`config.mk`:
```
export PLATFORM = sky130hd
export DESIGN_NAME = irq_arbiter
export DESIGN_NICKNAME = d
export VERILOG_FILES = /design/src/rtl/irq_arbiter_pkg.sv /design/src/rtl/irq_sync_edge.sv /design/src/rtl/irq_arbiter.sv
export SDC_FILE = /design/constraint.sdc
export NUM_CORES = 1
export LEC_CHECK = 0
export CORE_UTILIZATION = 38
export DETAILED_ROUTE_END_ITERATION = 8
export PLACE_DENSITY = 0.85
export SYNTH_ARGS = -nofsm -noshare
export SYNTH_HDL_FRONTEND = slang
export SYNTH_SLANG_ARGS = --single-unit
```
`constraint.sdc`:
```
create_clock -name clk -period 1.35 [get_ports clk]
set_input_delay 0.2025 -clock clk [delete_from_list [all_inputs] [get_ports clk]]
set_output_delay 0.2025 -clock clk [all_outputs]
set_load 0.02 [all_outputs]
```
`src/rtl/irq_arbiter_pkg.sv`:
```
`default_nettype none
// +----------------------------------------------------------------------+
// | Module      : irq_arbiter_pkg                                        |
// | Description : Shared constants and FSM encoding for irq_arbiter.     |
// | Revision    : 1.0 - initial release                                  |
// +----------------------------------------------------------------------+
package irq_arbiter_pkg;

  // Interrupt bus width used across the core; irq_arbiter's NUM_SRC matches it.
  localparam int Interrupt_Bus = 4;

  // Source bit positions on the interrupt bus.
  localparam int IRQ_SOFT  = 0;
  localparam int IRQ_TIMER = 1;
  localparam int IRQ_EXT   = 2;
  localparam int IRQ_DBG   = 3;

  // Arbiter FSM, one-hot so that any other encoding is detectably illegal.
  typedef enum logic [2:0] {
    IRQ_S_IDLE    = 3'b001,
    IRQ_S_PRESENT = 3'b010,
    IRQ_S_SERVICE = 3'b100
  } irq_state_e;

endpackage : irq_arbiter_pkg
`default_nettype wire

```
`src/rtl/irq_sync_edge.sv`:
```
`default_nettype none
// +----------------------------------------------------------------------+
// | Module      : irq_sync_edge                                          |
// | Description : Per-bit optional 2-flop synchroniser followed by a     |
// |               rising-edge detector. Synchroniser present only when   |
// |               IRQ_SYNC_EN is defined.                                |
// | Revision    : 1.0 - initial release                                  |
// +----------------------------------------------------------------------+
module irq_sync_edge (
  input  logic clk,
  input  logic rst,
  input  logic src_i,
  output logic s_o,
  output logic rise_o
);

  logic r_prev;

`ifdef IRQ_SYNC_EN
  logic r_meta;
  logic r_sync;

  // Two-flop synchroniser for a possibly asynchronous request line.
  always_ff @(posedge clk or posedge rst) begin
    if (rst) begin
      r_meta <= 1'b0;
      r_sync <= 1'b0;
    end else begin
      r_meta <= src_i;
      r_sync <= r_meta;
    end
  end

  assign s_o = r_sync;
`else
  assign s_o = src_i;
`endif

  // Edge history: previous conditioned level, for rising-edge detection.
  always_ff @(posedge clk or posedge rst) begin
    if (rst) begin
      r_prev <= 1'b0;
    end else begin
      r_prev <= s_o;
    end
  end

  assign rise_o = s_o & ~r_prev;

endmodule : irq_sync_edge
`default_nettype wire

```
`src/rtl/irq_arbiter.sv`:
```
`default_nettype none
// +----------------------------------------------------------------------+
// | Module      : irq_arbiter                                            |
// | Description : Machine-mode interrupt arbiter. Conditions and latches |
// |               requests, masks with enables, grants one winner by     |
// |               fixed priority (highest index) and holds it until ack. |
// |               Optional input synchronisers: define IRQ_SYNC_EN.      |
// | Revision    : 1.0 - initial release                                  |
// +----------------------------------------------------------------------+
module irq_arbiter
  import irq_arbiter_pkg::*;
#(
  parameter int                 NUM_SRC   = Interrupt_Bus,
  parameter logic [NUM_SRC-1:0] EDGE_MASK = 4'b0100
) (
  input  logic               clk,
  input  logic               rst,
  input  logic [NUM_SRC-1:0] src_i,
  input  logic [NUM_SRC-1:0] mie_i,
  input  logic               global_int_en_i,
  input  logic               int_assert_i,
  input  logic               clr_we_i,
  input  logic [NUM_SRC-1:0] clr_mask_i,
  output logic [NUM_SRC-1:0] irq_o,
  output logic [1:0]         irq_id_o,
  output logic [NUM_SRC-1:0] pending_o,
  output logic               busy_o
);

  irq_state_e         r_state;
  irq_state_e         w_state_nxt;
  logic [NUM_SRC-1:0] r_irq;
  logic [NUM_SRC-1:0] w_irq_nxt;
  logic [1:0]         r_irq_id;
  logic [1:0]         w_id_nxt;
  logic [NUM_SRC-1:0] r_pending;
  logic [NUM_SRC-1:0] w_pend_nxt;
  logic [NUM_SRC-1:0] w_s;
  logic [NUM_SRC-1:0] w_rise;
  logic [NUM_SRC-1:0] w_elig;
  logic [NUM_SRC-1:0] w_win_oh;
  logic [1:0]         w_win_id;
  logic [NUM_SRC-1:0] w_clr;
  logic               w_ack;

  for (genvar g = 0; g < NUM_SRC; g++) begin : g_src
    irq_sync_edge u_sync_edge (
      .clk    (clk),
      .rst    (rst),
      .src_i  (src_i[g]),
      .s_o    (w_s[g]),
      .rise_o (w_rise[g])
    );
  end

  assign w_elig = r_pending & mie_i;

  // Fixed priority: scan upwards so the highest eligible index ends up winning.
  always_comb begin
    w_win_oh = '0;
    w_win_id = '0;
    for (int i = 0; i < NUM_SRC; i++) begin
      if (w_elig[i]) begin
        w_win_oh    = '0;
        w_win_oh[i] = 1'b1;
        w_win_id    = 2'(i);
      end
    end
  end

  // Next-state and grant selection; irq_o is registered and frozen in PRESENT.
  always_comb begin
    w_state_nxt = r_state;
    w_irq_nxt   = r_irq;
    w_id_nxt    = r_irq_id;
    w_ack       = 1'b0;
    case (r_state)
      IRQ_S_IDLE: begin
        w_irq_nxt = '0;
        w_id_nxt  = '0;
        if (global_int_en_i && (|w_elig)) begin
          w_state_nxt = IRQ_S_PRESENT;
          w_irq_nxt   = w_win_oh;
          w_id_nxt    = w_win_id;
        end
      end
      IRQ_S_PRESENT: begin
        if (int_assert_i) begin
          w_ack       = 1'b1;
          w_state_nxt = IRQ_S_SERVICE;
          w_irq_nxt   = '0;
          w_id_nxt    = '0;
        end
      end
      IRQ_S_SERVICE: begin
        w_irq_nxt = '0;
        w_id_nxt  = '0;
        if (global_int_en_i) begin
          w_state_nxt = IRQ_S_IDLE;
        end
      end
      default: begin
        w_state_nxt = IRQ_S_IDLE;
        w_irq_nxt   = '0;
        w_id_nxt    = '0;
      end
    endcase
  end

  // Edge bits: a new rising edge beats any clear in the same cycle. Level bits follow s.
  always_comb begin
    w_clr      = (clr_we_i ? clr_mask_i : '0) | (w_ack ? (r_irq & EDGE_MASK) : '0);
    w_pend_nxt = (EDGE_MASK & (w_rise | (r_pending & ~w_clr))) | (~EDGE_MASK & w_s);
  end

  // State, grant and pending registers.
  always_ff @(posedge clk or posedge rst) begin
    if (rst) begin
      r_state   <= IRQ_S_IDLE;
      r_irq     <= '0;
      r_irq_id  <= '0;
      r_pending <= '0;
    end else begin
      r_state   <= w_state_nxt;
      r_irq     <= w_irq_nxt;
      r_irq_id  <= w_id_nxt;
      r_pending <= w_pend_nxt;
    end
  end

  assign irq_o     = r_irq;
  assign irq_id_o  = r_irq_id;
  assign pending_o = r_pending;
  assign busy_o    = (r_state == IRQ_S_PRESENT) || (r_state == IRQ_S_SERVICE);

endmodule : irq_arbiter
`default_nettype wire

```
==> results_dict.tcl, run 1 <==
set metrics [dict create \
    cts_root_buf "clkbuf_4" \
    port_buffers 24 \
    synth_top_area_share 0.545 \
    finClkSkew_ns 0.00496 \
    dr.pass1.iters 4 \
    dr.first_iter.drc_count 6 \
    place_ws_ns -0.183 \
    ant_nets 0 \
    peakVddDrop_uv 718 \
    finalHoldViolCount 0 \
    dp_hpwl_um 973 \
    grt_pass1_wl_mm 2.03 \
    die_x_um 41.6 \
    clkSinkCount 14 \
    cts_buffers 3 \
    setup_viol 0 \
    cp_data_arrival_time_ns 1.15 \
    power_leakage_nw 0.427 \
    crit_required_ns 1.15 \
    die_h_um 41.6 \
    synth_edf_count 0 \
    timing.hold.ws_ns 0.261 \
    clk_latency_ns 0.27 \
    finalSetupTns_ns 0 \
    yosysMostFrequentCell "dfrtp_1" \
    reg2reg_slack_ns 0.09 \
    area_growth_pct 53.2 \
    ios 28 \
    outcome "finished, final reports clean" \
    setup.worst_path.start_class "flip-flop" \
    vias_per_cell 5.01 \
    maxCapViolCount 0 \
    synthArstFlopShare 1.00 \
    path_cells "or2b_1, a21oi_1, buf_4" \
    layout.nets 104 \
    clk_path_buf_depth 2 \
    synth_ff_type "dfrtp_1" \
    post-route-period-util 1.00 \
    ys_seq_area_frac 0.589 \
    path_clk_slew_ns 0.08 \
    holdCritPathClass "input pin to async pin" \
    n_antenna_cell 0 \
    htreeDepth 1 \
    synth-seq-cells 14 \
    fmax_ghz 0.741 \
    num_vias 506 \
    netlist_instances 53 \
    grt_setup_unrepaired "yes" \
    fin_ws_ns 0.000566 \
    place.gp.congestion 0.812 \
    ys_warn_count 0 \
    num_rows 13 \
    cts_setup_buffers 0 \
    avgRoutedWirePerCell_um 11.4 \
    setup.worst_path.class "flip-flop to primary output" \
    powerDensity_nw_per_um2 1200 \
    cts_tree "yes" \
    grt_max_degree 15 \
    initial_core_util 0.432 \
    maxSlewHeadroom 0.663 \
    crit_slowest_cell "dfrtp_1" \
    worstMarginPinSlew_ns 0.505 \
    hold_buffers 0 \
    grt_pass1_vias 505 \
    dieArea_um2 1730 \
    grtUsageTotal 0.154 \
    final.min_clock_period_ns 1.35 \
    core_region_area_um2 1380 \
    antenna_found_initial 0 \
    worst-path-max-fanout 2 \
    grt_remaining_overflow 0 \
    synth_fp_nets 70 \
    ys_types 24 \
    syn_area_per_cell_um2 11.3 \
    yosysTopAreaCell "dfrtp_1" \
    slew_viol_final 0 \
    synth_area_leaders "dfrtp_1 55%, nand2_1 5.7%, dfstp_2 4.4%" \
    synth_common_cells "13 x dfrtp_1, 9 x nand2_1, 4 x o21ai_0" \
    drive_gt1_frac 0.174 \
    end_kind "primary output" \
    routed_wl_mm 1.16 \
    drc 0 \
    cpPeakStageDelay_ns 0.38 \
    syn_area_um2 597 \
]
==> registers in the layout (all words and copies together), names as in the netlist <==
register / count
irq_id_o: 2
r_state: 3
g_src.u_sync_edge.r_prev: 1
irq_o: 4
pending_o: 4
==> path summary, 6_finish.rpt <==
check / cells past startpoint / from / endpoint
setup / recovery: 3 / r_state[1] / busy_o
hold / removal: 2 / rst / pending_o[3]
setup reg to reg: 4 / r_state[2] / pending_o[2]
hold reg to reg: 1 / g_src[2].u_sync_edge.r_prev / pending_o[2]
max in group asynchronous: 2 / rst / r_state[0]
min in group clk: 1 / src_i[1] / pending_o[1]
==> stage by stage <==
step	total power [mW]	util	instance area, um2	instances
floorplan	0.666	-	597	53
global placement	0.833	0.646	893	97
detailed placement	0.842	0.646	893	97
CTS	1.12	0.662	915	101
global route	1.17	0.662	915	101
finish	1.10	0.662	915	101
==> layout by cell type, fill, tap and decap left out, types with 2 or more instances in the layout <==
master,netlist,final
inv_1,3,3
o21ai_0,4,4
buf_4,2,8
clkdlybuf4s50_1,0,13
dfrtp_1,13,13
dlygate4sd2_1,0,10
nand2_1,9,9
clkbuf_4,0,3
a21oi_1,3,3
o21ai_1,2,2
==> routing by layer <==
| layer | vias up | global-route usage | wire [um] |
|---|---|---|---|
| met5 | - | 0 | 0 |
| met4 | 0 | 0.0387 | 0 |
| met3 | 0 | 0.0435 | 53 |
| met2 | 18 | 0.256 | 576 |
| met1 | 234 | 0.196 | 525 |
| li1 | 254 | - | - |
==> power by group <==
| group | internal (mW) | total, mW | switching, mW |
|---|---|---|---|
| clock network | 0.164 | 0.291 | 0.127 |
| registers | 0.473 | 0.507 | 0.0340 |
| logic | 0.159 | 0.303 | 0.144 |
==> area by class of cell <==
| class | instances | area, um2 |
|---|---|---|
| fillers | 99 | 468 |
| flip-flops and latches | 14 | 352 |
| repair buffers | 31 | 278 |
| multi-input cells | 34 | 219 |
| clock buffers | 4 | 36.3 |
| well taps | 15 | 18.8 |
| inverters | 3 | 11.3 |
==> cells by family after synthesis <==
kind of cell | count (synthesis) | synth area share
DFF | 14 | 0.589
buffers and inverters | 5 | 0.0440
and+or+nand+nor | 20 | 0.222
AOI/OAI and AO/OA | 14 | 0.145
==> timing repair <==
item | 4_1_cts | 5_1_grt
pin swaps | 1 | 0
gates resized for setup | 15 | 1
endpoints found under the setup margin | 11 | 2
==> critical path: cells and delay by family, from the launching register on <==
family	cells	cell delay (ns)
AND/OR/NAND/NOR	1	0.22
flip-flops	1	0.38
buffers and inverters	1	0.15
AO/OA/AOI/OAI	1	0.12
Note: power is estimated with default switching activity, not from simulation.
==> inputs of run 2 (changes only) <==
--- a/config.mk
+++ b/config.mk
@@ -8,6 +8,7 @@
 export CORE_UTILIZATION = 38
 export DETAILED_ROUTE_END_ITERATION = 8
 export PLACE_DENSITY = 0.85
+export SETUP_SLACK_MARGIN = 0.02
 export SYNTH_ARGS = -nofsm -noshare
 export SYNTH_HDL_FRONTEND = slang
 export SYNTH_SLANG_ARGS = --single-unit
==> results_dict.tcl, run 2 (synthesis results as in run 1) <==
set metrics [dict create \
    worstMarginPinSlew_ns 0.511 \
    drc 0 \
    dp_hpwl_um 973 \
    grtUsageTotal 0.154 \
    post-route-period-util 1.00 \
    dr.first_iter.drc_count 8 \
    area_growth_pct 53.2 \
    setup_viol 1 \
    setup.worst_path.class "flip-flop to primary output" \
    cpPeakStageDelay_ns 0.38 \
    routed_wl_mm 1.16 \
    reg2reg_slack_ns 0.10 \
    layout.nets 104 \
    cpLargestDelayFamily "flip-flops" \
    avgRoutedWirePerCell_um 11.5 \
    fin_ws_ns -0.000142 \
    antenna_found_initial 0 \
    place_ws_ns -0.183 \
    port_buffers 24 \
    power_leakage_nw 0.427 \
    slew_viol_final 0 \
    vias_per_cell 5.01 \
    ant_nets 0 \
    maxCapViolCount 0 \
    hold_buffers 0 \
    cp_data_arrival_time_ns 1.15 \
    finalHoldViolCount 0 \
    cts_tree "yes" \
    die_h_um 41.6 \
    n_antenna_cell 0 \
    initial_core_util 0.432 \
    final_util 0.662 \
    path_clk_slew_ns 0.08 \
    num_rows 13 \
    layout_common_cells "13 x dfrtp_1, 13 x clkdlybuf4s50_1, 10 x dlygate4sd2_1" \
    clk_path_buf_depth 2 \
    setup.worst_path.start_class "flip-flop" \
    place.gp.congestion 0.812 \
    powerDensity_nw_per_um2 1210 \
    htreeDepth 1 \
    core_region_area_um2 1380 \
    worst-path-max-fanout 2 \
    dr.pass1.iters 4 \
    clk_latency_ns 0.28 \
    grt_remaining_overflow 0 \
    cts_root_buf "clkbuf_4" \
    final.min_clock_period_ns 1.35 \
    path_cells "or2b_1, a21oi_1, buf_4" \
    r2r-end "r_state[1]" \
    timing.rr.start "r_state[0]" \
    failed_checks "negative setup slack" \
    cp_num_buf_inv 1 \
    ios 28 \
    drive_gt1_frac 0.174 \
    peakVddDrop_uv 720 \
    cts_buffers 3 \
    grt_pass1_vias 505 \
    end_kind "primary output" \
    finClkSkew_ns 0.00550 \
    crit_slowest_cell "dfrtp_1" \
    outcome "finished with violations" \
    grt_max_degree 15 \
    die_x_um 41.6 \
    cp.depth 3 \
    dieArea_um2 1730 \
    grt_pass1_wl_mm 2.03 \
    crit_required_ns 1.15 \
    endpoint "busy_o" \
    fmax_ghz 0.741 \
    holdCritPathClass "input pin to async pin" \
    reg2reg_depth 4 \
    p_total_mw 1.10 \
    startpoint "r_state[1]" \
    maxSlewHeadroom 0.659 \
    num_vias 506 \
    grt_setup_unrepaired "yes" \
    clkSinkCount 14 \
]
## run 2: cell counts in the layout (fill, tap and decap cells not counted)
Identical to the previous run, type by type.
## run 2: how the worst min path moves through the flow
stage                                  end  slack [ns]  cells past startpoint
4_1_cts                       pending_o[3]        0.29                      2
5_1_grt                       pending_o[3]        0.31                      2
3_5_place_dp                  pending_o[2]        0.42                      1
3_3_place_gp                  pending_o[2]        0.40                      1
2_1_floorplan  g_src[2].u_sync_edge.r_prev        0.09                      1
6_report                      pending_o[3]        0.26                      2
## run 2: area by class of cell
cell class	instances	area, um2
fill	99	468
sequential	14	352
tap	15	18.8
clock buffer	4	36.3
timing repair buffer	31	278
inverter	3	11.3
multi-input combinational	34	219
## run 2: metrics by stage
stage | cells | cell area (um2) | hold WS (ns) | TNS [ns]
2_1_floorplan | 53 | 597 | 0.0910 | 0
3_3_place_gp | 97 | 893 | 0.404 | -0.185
3_5_place_dp | 97 | 893 | 0.423 | -0.277
4_1_cts | 101 | 915 | 0.285 | -0.0203
5_1_grt | 101 | 915 | 0.313 | -0.0425
6_report | 101 | 915 | 0.263 | -0.000142
## run 2: worst register-to-register path, delay by kind of cell (launching register included)
| kind | cells | cell delay (ns) |
|---|---|---|
| and+or+nand+nor | 2 | 0.28 |
| buffers and inverters | 2 | 0.28 |
| DFF | 1 | 0.58 |
## run 2: what timing repair did
action,in CTS,in global routing
endpoints found under the setup margin,11,3
gates resized for setup,15,2
setup buffers,0,0
pin swaps,1,1
endpoints found under the hold margin,0,0
## run 2: power breakdown
group / switching [mW] / internal, mW
Sequential: 0.0346 / 0.473
Clock: 0.129 / 0.164
Combinational: 0.145 / 0.160
Total: 0.308 / 0.796
## run 2: routing by layer
layer	up-vias	GRT usage	wire length, um
met4	0	0.0387	0
met3	0	0.0435	44
li1	255	-	-
met1	235	0.196	527
met2	16	0.256	588
met5	-	0	0
==> inputs of run 3 (changes only) <==
--- a/config.mk
+++ b/config.mk
@@ -5,6 +5,7 @@
 export SDC_FILE = /design/constraint.sdc
 export NUM_CORES = 1
 export LEC_CHECK = 0
+export CAP_MARGIN = 10
 export CORE_UTILIZATION = 38
 export DETAILED_ROUTE_END_ITERATION = 8
 export PLACE_DENSITY = 0.85
==> results of run 3 <==
Final layout, timing and power as in run 2 (identical DEF).
